**config.mk**
```make
export PLATFORM = sky130hd
export DESIGN_NAME = alu_lockstep_monitor
export DESIGN_NICKNAME = d
export VERILOG_FILES = /design/src/rtl/alu_lockstep_monitor.sv
export SDC_FILE = /design/constraint.sdc
export NUM_CORES = 1
export LEC_CHECK = 0
export CORE_AREA = 10 10 86 88
export CTS_CLUSTER_SIZE = 8
export DETAILED_ROUTE_END_ITERATION = 7
export DIE_AREA = 0 0 96 98
export GPL_TIMING_DRIVEN = 0
export PLACE_DENSITY = 0.79
export SLEW_MARGIN = 0
export SYNTH_ARGS = -nofsm -noshare
export SYNTH_HDL_FRONTEND = slang
export SYNTH_SLANG_ARGS = --single-unit
```
**constraint.sdc**
```tcl
create_clock -name wb_clk_i -period 2.5 [get_ports wb_clk_i]
set_input_delay 0.5 -clock wb_clk_i [delete_from_list [all_inputs] [get_ports wb_clk_i]]
set_output_delay 0.5 -clock wb_clk_i [all_outputs]
set_load 0.01 [all_outputs]
```
**src/rtl/alu_lockstep_monitor.sv**
```systemverilog
// ============================================================================
// Module   : alu_lockstep_monitor
// Purpose  : Registers dual-ALU lockstep results, counts samples/mismatches,
//            latches a fault after THRESH consecutive mismatches and checks
//            comparator x/y coherence. Optional first-mismatch snapshot is
//            built when ALU_LOCKSTEP_SNAPSHOT_EN is defined.
// Revision : 1.0 - initial release
// ============================================================================
`default_nettype none

module alu_lockstep_monitor #(
    parameter int THRESH = 4,
    parameter int CNT_W  = 16
) (
    input  logic             wb_clk_i,
    input  logic             wb_rst_ni,
    input  logic             start_i,
    input  logic             stop_i,
    input  logic             clear_i,
    input  logic [3:0]       alu_out1_i,
    input  logic [3:0]       alu_out2_i,
    input  logic             carry1_i,
    input  logic             carry2_i,
    input  logic [3:0]       x_i,
    input  logic             y_i,
    output logic             busy_o,
    output logic             fault_o,
    output logic             coh_err_o,
    output logic [CNT_W-1:0] sample_cnt_o,
    output logic [CNT_W-1:0] err_cnt_o,
    output logic [9:0]       snap_o,
    output logic             snap_valid_o
);

    localparam logic [1:0]       ST_IDLE  = 2'd0;
    localparam logic [1:0]       ST_RUN   = 2'd1;
    localparam logic [1:0]       ST_FAULT = 2'd2;
    localparam logic [3:0]       THRESH_V = 4'(THRESH);
    localparam logic [CNT_W-1:0] CNT_ONE  = {{(CNT_W-1){1'b0}}, 1'b1};

    logic [1:0]       state_q, state_d;
    logic [3:0]       alu1_q, alu2_q, x_q;
    logic             c1_q, c2_q, y_q, s1_valid_q;
    logic [CNT_W-1:0] sample_cnt_q, sample_cnt_d;
    logic [CNT_W-1:0] err_cnt_q, err_cnt_d;
    logic [3:0]       consec_q, consec_d, consec_inc;
    logic             coh_err_q, coh_err_d;
    logic             w_clear, w_commit, w_mismatch, w_incoherent, w_trip;

    // Counters are only cleared by start_i while in IDLE or RUN; FAULT ignores it.
    assign w_clear      = start_i && (state_q == ST_IDLE || state_q == ST_RUN);
    assign w_commit     = s1_valid_q && (state_q == ST_RUN) && !start_i;
    assign w_mismatch   = (|x_q) | y_q;
    assign w_incoherent = (x_q != (alu1_q ^ alu2_q)) || (y_q != (c1_q ^ c2_q));
    assign consec_inc   = (consec_q == THRESH_V) ? THRESH_V : consec_q + 4'd1;
    assign w_trip       = w_commit && w_mismatch && (consec_inc == THRESH_V);

    always_ff @(posedge wb_clk_i or negedge wb_rst_ni) begin
        if (!wb_rst_ni) begin
            state_q <= ST_IDLE;
        end else begin
            state_q <= state_d;
        end
    end

    always_comb begin
        state_d = state_q;
        case (state_q)
            ST_IDLE: begin
                if (start_i) state_d = ST_RUN;
            end
            ST_RUN: begin
                if (start_i)     state_d = ST_RUN;
                else if (w_trip) state_d = ST_FAULT;
                else if (stop_i) state_d = ST_IDLE;
            end
            ST_FAULT: begin
                if (clear_i) state_d = ST_IDLE;
            end
            default: state_d = ST_IDLE;
        endcase
    end

    always_comb begin
        busy_o  = (state_q == ST_RUN);
        fault_o = (state_q == ST_FAULT);
    end

    always_ff @(posedge wb_clk_i or negedge wb_rst_ni) begin
        if (!wb_rst_ni) begin
            alu1_q     <= '0;
            alu2_q     <= '0;
            x_q        <= '0;
            c1_q       <= 1'b0;
            c2_q       <= 1'b0;
            y_q        <= 1'b0;
            s1_valid_q <= 1'b0;
        end else begin
            alu1_q     <= alu_out1_i;
            alu2_q     <= alu_out2_i;
            x_q        <= x_i;
            c1_q       <= carry1_i;
            c2_q       <= carry2_i;
            y_q        <= y_i;
            s1_valid_q <= (state_q == ST_RUN) && !start_i;
        end
    end

    always_comb begin
        sample_cnt_d = sample_cnt_q;
        err_cnt_d    = err_cnt_q;
        consec_d     = consec_q;
        coh_err_d    = coh_err_q;
        if (w_clear) begin
            sample_cnt_d = '0;
            err_cnt_d    = '0;
            consec_d     = '0;
            coh_err_d    = 1'b0;
        end else if (w_commit) begin
            if (sample_cnt_q != '1) sample_cnt_d = sample_cnt_q + CNT_ONE;
            if (w_mismatch) begin
                if (err_cnt_q != '1) err_cnt_d = err_cnt_q + CNT_ONE;
                consec_d = consec_inc;
            end else begin
                consec_d = '0;
            end
            if (w_incoherent) coh_err_d = 1'b1;
        end
    end

    always_ff @(posedge wb_clk_i or negedge wb_rst_ni) begin
        if (!wb_rst_ni) begin
            sample_cnt_q <= '0;
            err_cnt_q    <= '0;
            consec_q     <= '0;
            coh_err_q    <= 1'b0;
        end else begin
            sample_cnt_q <= sample_cnt_d;
            err_cnt_q    <= err_cnt_d;
            consec_q     <= consec_d;
            coh_err_q    <= coh_err_d;
        end
    end

    assign sample_cnt_o = sample_cnt_q;
    assign err_cnt_o    = err_cnt_q;
    assign coh_err_o    = coh_err_q;

`ifdef ALU_LOCKSTEP_SNAPSHOT_EN
    logic [9:0] snap_q, snap_d;
    logic       snap_valid_q, snap_valid_d;

    // Only the first committed mismatch after a start is retained.
    always_comb begin
        snap_d       = snap_q;
        snap_valid_d = snap_valid_q;
        if (w_clear) begin
            snap_d       = '0;
            snap_valid_d = 1'b0;
        end else if (w_commit && w_mismatch && !snap_valid_q) begin
            snap_d       = {alu1_q, alu2_q, c1_q, c2_q};
            snap_valid_d = 1'b1;
        end
    end

    always_ff @(posedge wb_clk_i or negedge wb_rst_ni) begin
        if (!wb_rst_ni) begin
            snap_q       <= '0;
            snap_valid_q <= 1'b0;
        end else begin
            snap_q       <= snap_d;
            snap_valid_q <= snap_valid_d;
        end
    end

    assign snap_o       = snap_q;
    assign snap_valid_o = snap_valid_q;
`else
    assign snap_o       = '0;
    assign snap_valid_o = 1'b0;
`endif

endmodule

`default_nettype wire

```
==> results of run 1 <==
power by group through the flow:
stage | Sequential (mW) | Clock, mW | Combinational [mW]
final | 0.934 | 0.494 | 0.184
after floorplan | 0.952 | 0 | 0.0908
after CTS | 0.935 | 0.507 | 0.186
after detailed placement | 0.952 | 0 | 0.184
after global placement | 0.951 | 0 | 0.178
after global routing | 0.937 | 0.544 | 0.205
worst paths after layout:
check | startpoint | endpoint | slack (ps) | cells past startpoint
min in group wb_clk_i | sample_cnt_o[1]$_DFFE_PN0P_ | sample_cnt_o[1]$_DFFE_PN0P_ | 540 | 2
worst max-delay path | start_i | sample_cnt_o[10]$_DFFE_PN0P_ | 290 | 6
worst min register to register | sample_cnt_o[1]$_DFFE_PN0P_ | sample_cnt_o[1]$_DFFE_PN0P_ | 540 | 2
worst max register to register | sample_cnt_o[0]$_DFFE_PN0P_ | sample_cnt_o[10]$_DFFE_PN0P_ | 500 | 6
max in group asynchronous | wb_rst_ni | sample_cnt_o[2]$_DFFE_PN0P_ | 1730 | 2
worst min-delay path | wb_rst_ni | err_cnt_o[1]$_DFFE_PN0P_ | 200 | 1
worst max-delay path: stages:
cell and delay (ps):
clkdlybuf4s50_1 550, a21oi_1 110, nor4b_1 740, o211ai_1 230
xor2_1 200, nor2_1 60
area by class of cell:
class	count	area, µm²	share of cell area, %
multi-input combinational	206	1290	36.1
clock buffer	6	82.6	2.31
tap	75	93.8	2.62
sequential	55	1380	38.5
buffer	20	148	4.13
clock inverter	1	5.00	0.140
timing repair buffer	55	556	15.5
inverter	6	22.5	0.630
registers in the layout, summed over array words and instances, names as in the netlist:
register      cells
alu1_q            4
alu2_q            4
c1_q              1
c2_q              1
coh_err_o         1
consec_q          4
err_cnt_o        16
s1_valid_q        1
sample_cnt_o     16
state_q           2
x_q               4
y_q               1
routing by layer:
layer / up-vias / part of all wire [%] / wire length (µm) / GRT usage, %
met4: 0 / 0.55 / 36 / 3.41
met5: - / 0 / 0 / 0
li1: 1114 / - / - / -
met2: 70 / 51 / 3290 / 22.8
met1: 1102 / 41 / 2660 / 17.1
met3: 4 / 8.2 / 534 / 4.67
cells by family (layout without fill, tap and decap cells):
group	after synthesis	count (layout)	synth area share (%)
other	1	11	0.134
DFF	55	55	49.1
xor gates and xnor gates	20	20	6.25
adders and majority gates	4	4	1.79
muxes	4	4	1.43
and+or+nand+nor	112	112	22.0
buffers and inverters	26	88	6.07
AOI/OAI and AO/OA	55	55	13.2
per-stage QoR:
| stage | std cells | setup TNS (ps) | hold WS (ps) |
|---|---|---|---|
| after floorplan | 287 | 0 | 204 |
| after global placement | 416 | -40640 | 518 |
| after detailed placement | 417 | -110 | 527 |
| after CTS | 424 | 0 | 219 |
| after global routing | 424 | 0 | 252 |
| final | 424 | 0 | 204 |
cell usage in the layout (no fill, tap or decap), types with 6 or more instances in the layout:
cell type	count
a21oi_1	11
buf_4	13
clkbuf_8	6
clkdlybuf4s50_1	53
conb_1	11
dfrtp_1	55
inv_1	6
nand2_1	21
nand3_1	10
nand4_1	8
nor2_1	27
nor2b_1	6
nor3_1	6
o21ai_0	13
xnor2_1	9
xor2_1	11
==> key figures, run 1 <==
Logic synthesis
  • Syn. warnings: 0
  • Cell taking the most area after synthesis: dfrtp_1
  • Asr flop ratio synth: 100%
  • Post-synth top flop: dfrtp_1
  • Cells after Synth: ~280
  • Mapped Area: around 2800 µm²
  • Synth area leaders: dfrtp_1 (49%), nor2_1 (3.6%), buf_4 (3.5%), xor2_1 (3.4%), nand2_1 (2.8%)
  • Synthesis-stage register bit count: 55
  • Synth top area share: around 49%
  • Most instantiated library cell after synthesis: dfrtp_1
  • Mapped Avg Cell Area: roughly 10 µm²
  • Most common library cells after synthesis: dfrtp_1 (55), nor2_1 (27), nand2_1 (21)
  • Seq/Total Area, Yosys: 49.1%
  • Distinct cells, synth: 52
  • Post-synth EDFFs: 0

Clock tree
  • Clk Latency, worst-skew pair: just over 300 ps
  • Hold_buf cts: 0
  • Setup repair bufs after CTS: 0
  • Num CTS Buffers: 5
  • H-tree Lvls: 2
  • Clock Path Buffers: 2
  • CTS resizes: 0
  • CTS tree: built
  • Clock transition at the registers of the reported paths: 100 ps
  • Root Buffer: clkbuf_8
  • Clock Sinks: 55

Die
  • Die height: a little under 100 µm
  • Ports: 66
  • Core footprint: 5750 µm²
  • Die W: about 96 µm
  • Die area: 9410 µm²
  • Starting density of the core: 48.8%
  • FP Rows: 28

Placement
  • Port bufs: 54
  • Dpl ws: -45.3 ps
  • DP Area: between 3000 and 4000 µm²
  • GP Congestion: ~0.89
  • Detailed placement HPWL: about 4900 µm

Critical path
  • Crit Path Max Fanout: 5
  • Req. time, crit path: between 2000 and 3000 ps
  • Crit end category: flip-flop
  • Element type at the critical path start: input pin
  • Crit path kind: in -> reg
  • CP Data Arrival Time: roughly 2400 ps

STA
  • Fin. max-slew vios: 0
  • Hold Fails Final Rpt: 0
  • Setup violators final: 0
  • Tmin final: roughly 2200 ps
  • Measured slew at the worst slew-check pin: around 800 ps
  • Relative slew slack: between 40% and 50%
  • Clock Skew: between 10 and 15 ps
  • Tcrit/Tclk final: between 80 and 90%
  • Unrepaired setup endpoints after global routing: false
  • Final Worst Setup Slack: slightly below 300 ps
  • FMAX: 0.452 GHz

GRT
  • Vias in the first global route: approximately 2200
  • Overflow after GRT: 0
  • Pin count of the biggest net entering global routing: 30
  • First-pass GRT wire length: 10700 µm
  • GRT Total Usage: around 14%
  • Initial antenna violation count: 0

Final layout
  • Diodes inserted: 0
  • Layout cells sized above 1: ~11%
  • Final instance area: approximately 3600 µm²
  • # fillers: 498
  • Fin util: 62.2%
  • Area grow syn2layout: 27.6%
  • Final #Nets: ~370

Pwr
  • PwrDens: 451 nW/µm²
  • Pleak: roughly 1.6 nW
  • Clk network pwr share: between 30% and 40%
  • Comb power frac: 11.4%
  • P_sw: between 300 and 400 µW
  • Sequential share of power: 58.0%
  • Overall Power: between 1.5 and 2 mW
  • Sw frac: ~24%
  • P_int: approximately 1.2 mW
  • Max VDD drop: 0.000312 V

Routing
  • # DRC: 0
  • Drt wl/cell: roughly 15 µm
  • Antenna-violating nets left: 0
  • First-pass DRT Iterations: 4
  • Vias: around 2300
  • DR vias/cell: between 5 and 6
  • Initial DRC Count: approximately 130
  • Routed WL: 6520 µm

Job
  • Max_cap viols: 0

Run status
  • Status: finished, final reports clean

Min path
  • Hold Crit Class: in -> async
Power figures use the tool's default switching activity.
==> inputs of run 2 (changes only) <==
--- a/config.mk
+++ b/config.mk
@@ -5,10 +5,10 @@
 export SDC_FILE = /design/constraint.sdc
 export NUM_CORES = 1
 export LEC_CHECK = 0
-export CORE_AREA = 10 10 86 88
+export CORE_AREA = 10 10 64 119
 export CTS_CLUSTER_SIZE = 8
 export DETAILED_ROUTE_END_ITERATION = 7
-export DIE_AREA = 0 0 96 98
+export DIE_AREA = 0 0 74 129
 export GPL_TIMING_DRIVEN = 0
 export PLACE_DENSITY = 0.79
 export SLEW_MARGIN = 0
==> key figures, run 2 (synthesized netlist as in run 1, its figures left out) <==
Placement
  • GP Congestion: 0.839 (was 0.886)
  • Detailed placement HPWL: 5260 µm (was 4890 µm)
  • Port bufs: 54 (unchanged)
  • Placed cell count: 403 (was 417)
  • Dpl ws: -158 ps (was -45.3 ps)

Clock tree
  • CTS tree: built (unchanged)
  • Clock Sinks: 55 (unchanged)
  • Num CTS Buffers: 5 (unchanged)
  • Clock Path Buffers: 2 (unchanged)
  • Clock transition at the registers of the reported paths: 70 ps (was 100 ps)
  • Root Buffer: clkbuf_16 (was clkbuf_8)
  • Clk Latency, worst-skew pair: 300 ps (was 310 ps)
  • Setup repair bufs after CTS: 0 (unchanged)
  • H-tree Lvls: 2 (unchanged)

Routing
  • Vias: 2360 (was 2290)
  • DR vias/cell: 5.74 (was 5.40)
  • # DRC: 0 (unchanged)
  • Routed WL: 7010 µm (was 6520 µm)
  • Drt wl/cell: 17.1 µm (was 15.4 µm)
  • First-pass DRT Iterations: 5 (was 4)
  • Initial DRC Count: 190 (was 131)
  • Antenna-violating nets left: 0 (unchanged)

Die
  • Die area: 9550 µm² (was 9410 µm²)
  • Core footprint: 5710 µm² (was 5750 µm²)
  • FP Rows: 39 (was 28)
  • Die W: 74 µm (was 96 µm)
  • Die height: 129 µm (was 98 µm)
  • Starting density of the core: 49.1% (was 48.8%)
  • Ports: 66 (unchanged)

Critical path
  • Crit path kind: in -> reg (unchanged)
  • Worst r2r path cells: 7 (was 6)
  • Crit Path Max Fanout: 5 (unchanged)
  • Slowest stage delay, CP: 570 ps (was 740 ps)
  • Crit path launch: start_i (unchanged)
  • Worst setup endpoint: sample_cnt_o[15]$_DFFE_PN0P_ (was sample_cnt_o[10]$_DFFE_PN0P_)
  • Element type at the critical path start: input pin (unchanged)
  • Worst Path Buf+Inv: 1 (unchanged)
  • Req. time, crit path: 2730 ps (was 2680 ps)
  • Crit end category: flip-flop (unchanged)
  • Critical path cell sequence: clkdlybuf4s50_1 > a21oi_1 > nor3_1 > o311a_1 > or4b_1 > o21ai_1 (was clkdlybuf4s50_1 > a21oi_1 > nor4b_1 > o211ai_1 > xor2_1 > nor2_1)
  • Reg2reg setup slack: 550 ps (was 500 ps)
  • Reg2reg start: x_q[0]$_DFF_PN0_ (was sample_cnt_o[0]$_DFFE_PN0P_)
  • Slowest cell on the critical path: clkdlybuf4s50_1 (was nor4b_1)
  • CP Data Arrival Time: 2470 ps (was 2390 ps)
  • Critical path depth: 6 (unchanged)
  • CP top delay family: simple AND/OR/NAND/NOR gates (unchanged)
  • Worst R2R End: err_cnt_o[3]$_DFFE_PN0P_ (was sample_cnt_o[10]$_DFFE_PN0P_)

Final layout
  • Layout cells sized above 1: 11.7% (was 11.2%)
  • Diodes inserted: 0 (unchanged)
  • Final #Nets: 373 (unchanged)
  • Fin cells: 411 (was 424)
  • Most frequent cells in the layout: dfrtp_1 (55), clkdlybuf4s50_1 (53), nor2_1 (27), nand2_1 (21) (unchanged)
  • Area grow syn2layout: 30.3% (was 27.6%)
  • Most common cell after layout, fill and taps aside: dfrtp_1 (unchanged)

Min path
  • Hold Crit Class: in -> async (unchanged)

Pwr
  • Max VDD drop: 0.000557 V (was 0.000312 V)
  • Pleak: 1.60 nW (was 1.56 nW)
  • Overall Power: 1.94 mW (was 1.61 mW)
  • PwrDens: 531 nW/µm² (was 451 nW/µm²)

STA
  • Hold Fails Final Rpt: 0 (unchanged)
  • Hold slack: 137 ps (was 204 ps)
  • Relative slew slack: 64.9% (was 44.7%)
  • Tmin final: 2240 ps (was 2210 ps)
  • Clock Skew: 9.43 ps (was 12.8 ps)
  • Final TNS setup: 0 ps (unchanged)
  • Fin. max-slew vios: 0 (unchanged)
  • Final Worst Setup Slack: 260 ps (was 289 ps)
  • Tcrit/Tclk final: 89.6% (was 88.5%)
  • FMAX: 0.446 GHz (was 0.452 GHz)
  • Unrepaired setup endpoints after global routing: false (unchanged)
  • Setup violators final: 0 (unchanged)
  • Measured slew at the worst slew-check pin: 525 ps (was 818 ps)

GRT
  • Overflow after GRT: 0 (unchanged)
  • Pin count of the biggest net entering global routing: 38 (was 30)
  • First-pass GRT wire length: 11400 µm (was 10700 µm)
  • GRT Total Usage: 15.2% (was 13.9%)
  • Vias in the first global route: 2341 (was 2163)
  • Initial antenna violation count: 0 (unchanged)

Run status
  • Status: finished, final reports clean (unchanged)

Job
  • Max_cap viols: 0 (unchanged)
==> run 2: repair_timing <==
item | CTS | global route
setup endpoints to repair | 0 | 1
hold buffers | 0 | 0
resized for setup | 0 | 1
==> run 2: per-stage QoR <==
stage	util (%)	area (µm²)
after CTS	63.8	3640
after global placement	60.5	3460
after floorplan	-	2840
after detailed placement	60.8	3470
after global routing	63.9	3650
final	63.9	3650
==> run 2: area by class of cell <==
class | count | area, µm²
Fill cell | 461 | 2060
Sequential cell | 55 | 1380
Multi-Input combinational cell | 206 | 1300
Timing Repair Buffer | 55 | 556
Buffer | 20 | 148
Clock buffer | 6 | 139
Tap cell | 61 | 76.3
Clock inverter | 2 | 35.0
Inverter | 6 | 22.5
==> run 2: report_power, final <==
group,internal (mW),leakage (nW),switching [mW],total (mW)
Combinational,0.0922,0.788,0.0919,0.184
Clock,0.499,0.0868,0.321,0.820
Sequential,0.914,0.726,0.0220,0.936
Total,1.50,1.60,0.435,1.94
==> run 2: worst min-delay path by stage <==
stage	end	slack [ps]	depth (start not counted)
after floorplan	alu1_q[0]$_DFF_PN0_	200	0
after global placement	sample_cnt_o[1]$_DFFE_PN0P_	520	2
after detailed placement	alu2_q[0]$_DFF_PN0_	470	1
after CTS	err_cnt_o[3]$_DFFE_PN0P_	150	1
after global routing	err_cnt_o[3]$_DFFE_PN0P_	160	1
final	err_cnt_o[3]$_DFFE_PN0P_	140	1
==> run 2: metal layers <==
metal	GRT usage [%]	share of wire, %
met5	0	0
met4	7.28	2.7
met3	4.77	5.8
met2	27.0	56
met1	15.4	36
